**config.mk**
```make
export PLATFORM = sky130hd
export DESIGN_NAME = fetch_queue
export DESIGN_NICKNAME = d
export VERILOG_FILES = /design/src/rtl/fetch_queue.sv
export SDC_FILE = /design/constraint.sdc
export NUM_CORES = 1
export LEC_CHECK = 0
export CORE_UTILIZATION = 60
export DETAILED_ROUTE_END_ITERATION = 16
export PLACE_DENSITY = 0.93
export SLEW_MARGIN = 15
export SYNTH_ARGS = -nofsm -noshare
export SYNTH_HDL_FRONTEND = slang
export SYNTH_SLANG_ARGS = --single-unit
```
**constraint.sdc**
```tcl
create_clock -name clk -period 10.2 [get_ports clk]
set_input_delay 1.53 -clock clk [delete_from_list [all_inputs] [get_ports clk]]
set_output_delay 1.53 -clock clk [all_outputs]
set_load 0.01 [all_outputs]
```
**src/rtl/fetch_queue.sv**
```systemverilog
// fetch_queue: instruction-fetch front end with a prefetch buffer.
//   Owns the fetch PC and issues pipelined in-order reads to instruction
//   memory. Responses are buffered together with their PCs and handed to
//   decode over valid/ready. A redirect flushes the buffer, restarts fetch
//   at a new address and discards responses still in flight.
//
// Optional build macro: FETCH_MISALIGN_CHK_EN
//   defined   : a redirect to a non word-aligned address raises a sticky
//               fault_o and blocks requests until an aligned redirect or rst.
//   undefined : redirect_pc_i[1:0] is ignored (treated as 0); fault_o = 0.
//
// Ports
//   clk, rst        clock; synchronous active-high reset
//   imem_req_o      read request            imem_addr_o   request address
//   imem_gnt_i      request accepted        imem_rvalid_i response valid
//   imem_rdata_i    response instruction
//   redirect_i      flush + restart         redirect_pc_i restart address
//   instr_valid_o   buffer head valid       instr_ready_i decode accepts head
//   instr_o         head instruction        instr_pc_o    head PC
//   fault_o         misaligned-redirect fault
module fetch_queue #(
  parameter int unsigned        XLEN     = 32,
  parameter int unsigned        ADDR_W   = 32,
  parameter int unsigned        DEPTH    = 4,
  parameter logic [ADDR_W-1:0]  RESET_PC = '0
) (
  input  logic              clk,
  input  logic              rst,
  output logic              imem_req_o,
  output logic [ADDR_W-1:0] imem_addr_o,
  input  logic              imem_gnt_i,
  input  logic              imem_rvalid_i,
  input  logic [XLEN-1:0]   imem_rdata_i,
  input  logic              redirect_i,
  input  logic [ADDR_W-1:0] redirect_pc_i,
  output logic              instr_valid_o,
  input  logic              instr_ready_i,
  output logic [XLEN-1:0]   instr_o,
  output logic [ADDR_W-1:0] instr_pc_o,
  output logic              fault_o
);

  localparam int unsigned CW = $clog2(DEPTH + 1);
  localparam int unsigned PW = $clog2(DEPTH);
  localparam logic [CW:0] DEPTH_W = (CW + 1)'(DEPTH);

  logic [ADDR_W-1:0] r_fetch_pc;
  logic [ADDR_W-1:0] r_resp_pc;
  logic [CW-1:0]     r_count;
  logic [CW-1:0]     r_outstanding;
  logic [CW-1:0]     r_discard;
  logic [PW-1:0]     r_wr_ptr;
  logic [PW-1:0]     r_rd_ptr;
  logic [XLEN-1:0]   r_buf_instr [DEPTH];
  logic [ADDR_W-1:0] r_buf_pc    [DEPTH];

  logic [ADDR_W-1:0] w_redirect_pc;
  logic              w_fault;
  logic              w_empty;
  logic [CW:0]       w_inflight;
  logic              w_grant;
  logic              w_rsp;
  logic              w_drop;
  logic              w_push;
  logic              w_pop;
  logic [CW-1:0]     w_out_next;

  assign w_redirect_pc = {redirect_pc_i[ADDR_W-1:2], 2'b00};

`ifdef FETCH_MISALIGN_CHK_EN
  logic r_fault;
  logic w_misaligned;

  assign w_misaligned = |redirect_pc_i[1:0];

  always_ff @(posedge clk) begin
    if (rst) begin
      r_fault <= 1'b0;
    end else if (redirect_i) begin
      r_fault <= w_misaligned;
    end
  end

  assign w_fault = r_fault;
`else
  logic w_unused_pc_lsb;
  assign w_unused_pc_lsb = ^redirect_pc_i[1:0];
  assign w_fault         = 1'b0;
`endif

  assign fault_o = w_fault;

  // Credit rule: buffered + outstanding never exceeds DEPTH, so every
  // granted request has a guaranteed buffer slot when its response lands.
  assign w_empty    = (r_count == '0);
  assign w_inflight = {1'b0, r_count} + {1'b0, r_outstanding};
  assign imem_req_o = !redirect_i && !w_fault && (w_inflight < DEPTH_W);
  assign imem_addr_o = r_fetch_pc;

  assign w_grant = imem_req_o && imem_gnt_i;
  assign w_rsp   = imem_rvalid_i && (r_outstanding != '0);
  assign w_drop  = w_rsp && (r_discard != '0);
  assign w_push  = w_rsp && !w_drop && !redirect_i;

  assign instr_valid_o = !w_empty && !redirect_i;
  assign w_pop         = instr_valid_o && instr_ready_i;
  assign instr_o       = w_empty ? '0 : r_buf_instr[r_rd_ptr];
  assign instr_pc_o    = w_empty ? '0 : r_buf_pc[r_rd_ptr];

  always_comb begin
    w_out_next = r_outstanding;
    if (w_grant) begin
      w_out_next = w_out_next + CW'(1);
    end
    if (w_rsp) begin
      w_out_next = w_out_next - CW'(1);
    end
  end

  always_ff @(posedge clk) begin
    if (rst) begin
      r_fetch_pc    <= RESET_PC;
      r_resp_pc     <= RESET_PC;
      r_count       <= '0;
      r_outstanding <= '0;
      r_discard     <= '0;
      r_wr_ptr      <= '0;
      r_rd_ptr      <= '0;
    end else begin
      r_outstanding <= w_out_next;
      if (redirect_i) begin
        r_fetch_pc <= w_redirect_pc;
        r_resp_pc  <= w_redirect_pc;
        r_count    <= '0;
        r_wr_ptr   <= '0;
        r_rd_ptr   <= '0;
        // No grant can happen in a redirect cycle, so w_out_next is exactly
        // the set of responses still owed by the flushed stream. r_discard is
        // always a subset of r_outstanding, so it is replaced, not added to.
        r_discard  <= w_out_next;
      end else begin
        if (w_grant) begin
          r_fetch_pc <= r_fetch_pc + ADDR_W'(4);
        end
        if (w_drop) begin
          r_discard <= r_discard - CW'(1);
        end
        if (w_push) begin
          r_wr_ptr  <= r_wr_ptr + PW'(1);
          r_resp_pc <= r_resp_pc + ADDR_W'(4);
        end
        if (w_pop) begin
          r_rd_ptr <= r_rd_ptr + PW'(1);
        end
        if (w_push && !w_pop) begin
          r_count <= r_count + CW'(1);
        end else if (!w_push && w_pop) begin
          r_count <= r_count - CW'(1);
        end
      end
    end
  end

  // Buffer storage carries no reset; occupancy is tracked by r_count.
  always_ff @(posedge clk) begin
    if (w_push) begin
      r_buf_instr[r_wr_ptr] <= imem_rdata_i;
      r_buf_pc[r_wr_ptr]    <= r_resp_pc;
    end
  end

  always_ff @(posedge clk) begin
    if (!rst) begin
      a_rsp_without_req: assert (!(imem_rvalid_i && (r_outstanding == '0)));
      a_no_overflow:     assert (!(w_push && !w_pop && (r_count == CW'(DEPTH))));
    end
  end

endmodule
```
# Word-level counts from Yosys, hierarchy flattened
# Memories as Yosys holds them, arrays and structs flattened. A register that Yosys moved wholly into a read port is not among the register bits.
# Index checks and enable logic that the tools add are counted.
[totals] regBits=77 ram_bits=256 in_bits=70 out_inout_bits=99 memories=2
[mem_list] name="r_buf_instr" words=4 width=32 read_ports=1 rd_ports_with_merged_regs=1 write_ports=1 line="54" source="logic [XLEN-1:0] r_buf_instr [DEPTH];"
[mem_list] name="r_buf_pc" words=4 width=32 read_ports=1 rd_ports_with_merged_regs=1 write_ports=1 line="55" source="logic [ADDR_W-1:0] r_buf_pc [DEPTH];"
[op_classes] n_addsub=10 magnitude_cmp=1 mux=18 reduce_logical=23
[op_table] cell="two-way mux 32 bit" n=6
[op_table] cell="adder 32 x 3 -> 32 bit (second input constant)" n=2
[op_table] cell="two-way mux 3 bit" n=6
[op_table] cell="logical AND 1 bit" n=10
[op_table] cell="subtractor 3 x 1 -> 3 bit (second input constant)" n=3
[op_table] cell="two-way mux 2 bit" n=4
[op_table] cell="nonzero test 2 bit" n=4
[op_table] cell="adder 3 x 1 -> 3 bit (second input constant)" n=2
[op_table] cell="nonzero test 3 bit" n=2
[op_table] cell="zero test 1 bit" n=5
[op_table] cell="adder 2 x 1 -> 2 bit (second input constant)" n=2
[op_table] cell="adder 3 x 3 -> 4 bit" n=1
[op_table] cell="< comparator 4 x 3 -> 1 bit (second input constant)" n=1
[op_table] cell="zero test 3 bit" n=1
[op_table] cell="two-way mux 1 bit" n=2
[op_table] cell="OR reduction 2 bit" n=1

# Longest topological paths before layout
[depth] depth_word=10 depth_mapped=12 ltp_nobuf=11

# Least setup slack after synthesis
# OpenSTA, ideal clock, no wires.
[synth_path] kind="input port to flip-flop" start="input imem_rvalid_i" end="memory r_buf_instr[0][0], enable pin" setup_time_ns=0.427 arrival_ns=3.807 required_ns=9.773 setup_slack_ns=5.967 stages=5 n_path_buf=1 cell_sequence="inv_1 -> or3_1 -> clkbuf_1 -> nor2_1 -> and2_1"
[synth_between] elab_chain_cells=7
[synth_rtl] element="start, declared" line="32" source="input logic imem_rvalid_i,"
[synth_rtl] element="logical AND 1 bit *" line="101" source="assign w_rsp = imem_rvalid_i && (r_outstanding != '0);"
[synth_rtl] element="logical AND 1 bit" line="102" source="assign w_drop = w_rsp && (r_discard != '0);"
[synth_rtl] element="zero test 1 bit" line="103" source="assign w_push = w_rsp && !w_drop && !redirect_i;"
[synth_rtl] element="logical AND 1 bit * (2 in series)" line="103"
[synth_rtl] element="via w_push" line="64" source="logic w_push;"
[synth_rtl] element="two-way mux 1 bit *" line="166" source="if (w_push) begin"
[synth_rtl] element="two-way mux 1 bit (implied by the code) *" line="167" source="r_buf_instr[r_wr_ptr] <= imem_rdata_i;"
[synth_rtl] element="end, declared" line="54"
# The timed path passes the listed nets; every way through them passes the cells marked *.

==> flow_summary.yaml <==
detailed_routing:
  drtPass1Iterations: 5
  drt_iter0_markers: 565
  antenna_left: 0
  drc: 0
  post_drt_wl_per_cell_um: 20.6
  wl_mm: 27.4
  avgViaCountPerCell: 5.89
  vias: 7844
finish:
  antenna_cells: 0
  post-route-util: 0.747
  nets: 1112
  syn_to_final_growth_pct: 21.5
  fill_cells: 1331
  drive_above_1_share: 0.128
  instances_no_fill: 1331
  final_cell_area_um2: 16400
logic_synthesis:
  ys_async_sr_fraction: 0
  avgSynthCellArea_um2: 15.5
  synthFlopType: "edfxtp_1"
  synth-warning-count: 0
  synth_edf_count: 248
  synth.yosys.seq_area_share: 0.665
  synth.distinct_cells: 48
  synth_top_family_by_area: "multiplexers"
  netlist_area_um2: 13500
  netlist_instances: 870
  yosys.area_share.simple: 0.0961
  ys_ff_latch: 323
  synthAdderAreaFrac: 0.0145
  synthXorXnorAreaFrac: 0.0456
  synth_mux_area_frac: 0.107
  synth-compound-area-share: 0.0472
die:
  io_pins: 169
  start_util: 0.615
  core-area_um2: 21900
  rows: 54
  die_w_um: 152
  dieArea_um2: 23000
  die_height_um: 152
timing:
  setup_tns_ns: 0
  slew_viol_final: 0
  fmax_mhz: 209
  worst_pin_slew_ns: 0.976
  rsz0062_at_grt: "no"
  finalHoldViolCount: 0
  setup_viol: 0
  min_period_ns: 4.79
  finClkSkew_ns: 0.0174
  slew_headroom: 0.350
  finalCritPeriodShare: 0.469
global_route:
  gr-total-overflow: 0
  grt_start_max_net_pins: 64
  grt_pass1_vias: 7797
  grt_util_all_layers: 0.243
  grt_pass1_wl_mm: 42.2
  grt_antenna_before_repair: 0
place:
  gp_congestion: 0.931
  portBuffers: 161
  placed_area_um2: 15300
  place_inst: 1274
  hpwl_mm: 16.3
clock_network:
  cts-root-buf: "clkbuf_16"
  cts.path.max_buffers: 3
  clk_pin_slew_ns: 0.06
  htreeDepth: 1
  clkLatencyLatePin_ns: 0.55
  postCtsHoldBufs: 0
  cts_made_buffers: 31
  cts_setup_buffers: 0
  ctsResizeCount: 0
  cts.sinks: 323
  cts_tree: "yes"
pwr:
  power.density_nw_per_um2: 190
  finalPower_uw: 3110
  peakVddDrop_mv: 0.151
  power.leakage_uw: 0.00537
worst_setup_path:
  cp-start-kind: "register"
  required_ns: 8.67
  crit_fanout: 32
  end_kind: "primary output"
  timing.rr.start: "r_outstanding[0]"
  path_class: "reg -> out"
  cp.arrival_ns: 3.26
outcome:
  status: "completed"
min_path:
  hold_path.startpoint: "r_rd_ptr[1]"
  hp-class: "reg -> reg"
run:
  cap_violations: 0
[final cells by class]
| cell class | count | area [um^2] | area share |
|---|---|---|---|
| multi-input cells | 471 | 4210 | 0.257 |
| clock inverters | 15 | 150 | 0.00918 |
| repair buffers | 168 | 1660 | 0.102 |
| flip-flops and latches | 323 | 8950 | 0.548 |
| clock buffers | 42 | 908 | 0.0555 |
| inverters | 32 | 120 | 0.00735 |
| well taps | 280 | 350 | 0.0214 |
[placed cells by master, fill, tap and decap left out, drive strengths merged, types with 3 or more instances in the layout]
master	count
ha	14
a21oi	32
nor2	21
clkdlybuf4s50	161
bufinv	3
mux4	62
o21bai	4
and3	11
inv	31
nand2	24
nor2b	64
nor3	12
edfxtp	248
buf	7
xnor2	17
a21boi	42
nor4	3
nand4	28
dfxtp	75
xor2	53
mux2i	4
and2	14
clkbuf	42
and4	7
o21ai	4
conb	5
clkinv	11
nand3	26
a211oi	8
[final timing paths]
path	endpoint	slack (ns)	cells after the start
setup / recovery	instr_o[4]	5.41	4
hold / removal	register	0.53	2
setup reg to reg	r_count[2]	7.11	11
hold reg to reg	register	0.53	2
[logic make-up (layout without fill, tap and decap cells)]
group / count (synthesis) / count (layout)
mux: 66 / 66
flops: 323 / 323
simple gates: 219 / 219
fa+ha+maj: 15 / 15
buf+inv: 80 / 257
xor+xnor: 70 / 70
other cells: 1 / 5
compound gates: 96 / 96
[power by group]
part,leakage [uW],internal (uW),switching [uW]
clock,0.000520,697,469
combinational,0.00197,204,207
sequential,0.00287,1480,50.0
[registers in the layout, indices dropped and copies added (netlist names), named ones only]
signal,cells
r_outstanding,3
r_buf_pc,120
r_rd_ptr,2
r_discard,3
r_wr_ptr,2
r_buf_instr,128
imem_addr_o,30
r_resp_pc,30
r_count,3
[Yosys cell counts, types with 3 or more instances]
| master | count | area [um^2] |
|---|---|---|
| o21ai_0 | 3 | 15.0 |
| o21bai_1 | 4 | 30.0 |
| mux4_2 | 62 | 1400 |
| ha_1 | 14 | 175 |
| xor2_1 | 53 | 464 |
| nor2_1 | 21 | 78.8 |
| and4_1 | 7 | 61.3 |
| a21boi_0 | 29 | 218 |
| a211oi_1 | 7 | 52.6 |
| nand4_1 | 28 | 175 |
| nor3_1 | 8 | 40.0 |
| nand2_1 | 24 | 90.1 |
| and2_1 | 13 | 81.3 |
| inv_1 | 31 | 116 |
| dfxtp_1 | 75 | 1500 |
| clkbuf_1 | 32 | 120 |
| edfxtp_1 | 248 | 7450 |
| nor2b_1 | 64 | 400 |
| a21oi_1 | 32 | 160 |
| mux2i_1 | 4 | 40.0 |
| xnor2_1 | 17 | 149 |
| buf_2 | 9 | 45.0 |
| a21boi_1 | 13 | 97.6 |
| buf_4 | 5 | 37.5 |
| and3_1 | 11 | 68.8 |
| nand3_1 | 26 | 130 |
[through the flow]
step | setup slack, ns | hold WS, ns
after floorplan | 5.97 | 0.476
after global placement | 5.51 | 0.508
final | 5.41 | 0.530
after detailed placement | 5.49 | 0.514
after global routing | 5.17 | 0.564
after CTS | 5.30 | 0.533
[layer usage]
metal | wire, um | part of all wire | GRT usage
met1 | 11400 | 0.41 | 0.338
met2 | 13500 | 0.49 | 0.406
met3 | 2110 | 0.077 | 0.0377
met4 | 468 | 0.017 | 0.0530
met5 | 0 | 0 | 0
[critical path: stages (launching register included)]
cell and delay (ns):
dfxtp_4 0.75, buf_4 0.65, mux4_2 0.61, nor2b_1 0.15
clkdlybuf4s50_1 0.51
Note: power is estimated with default switching activity, not from simulation.
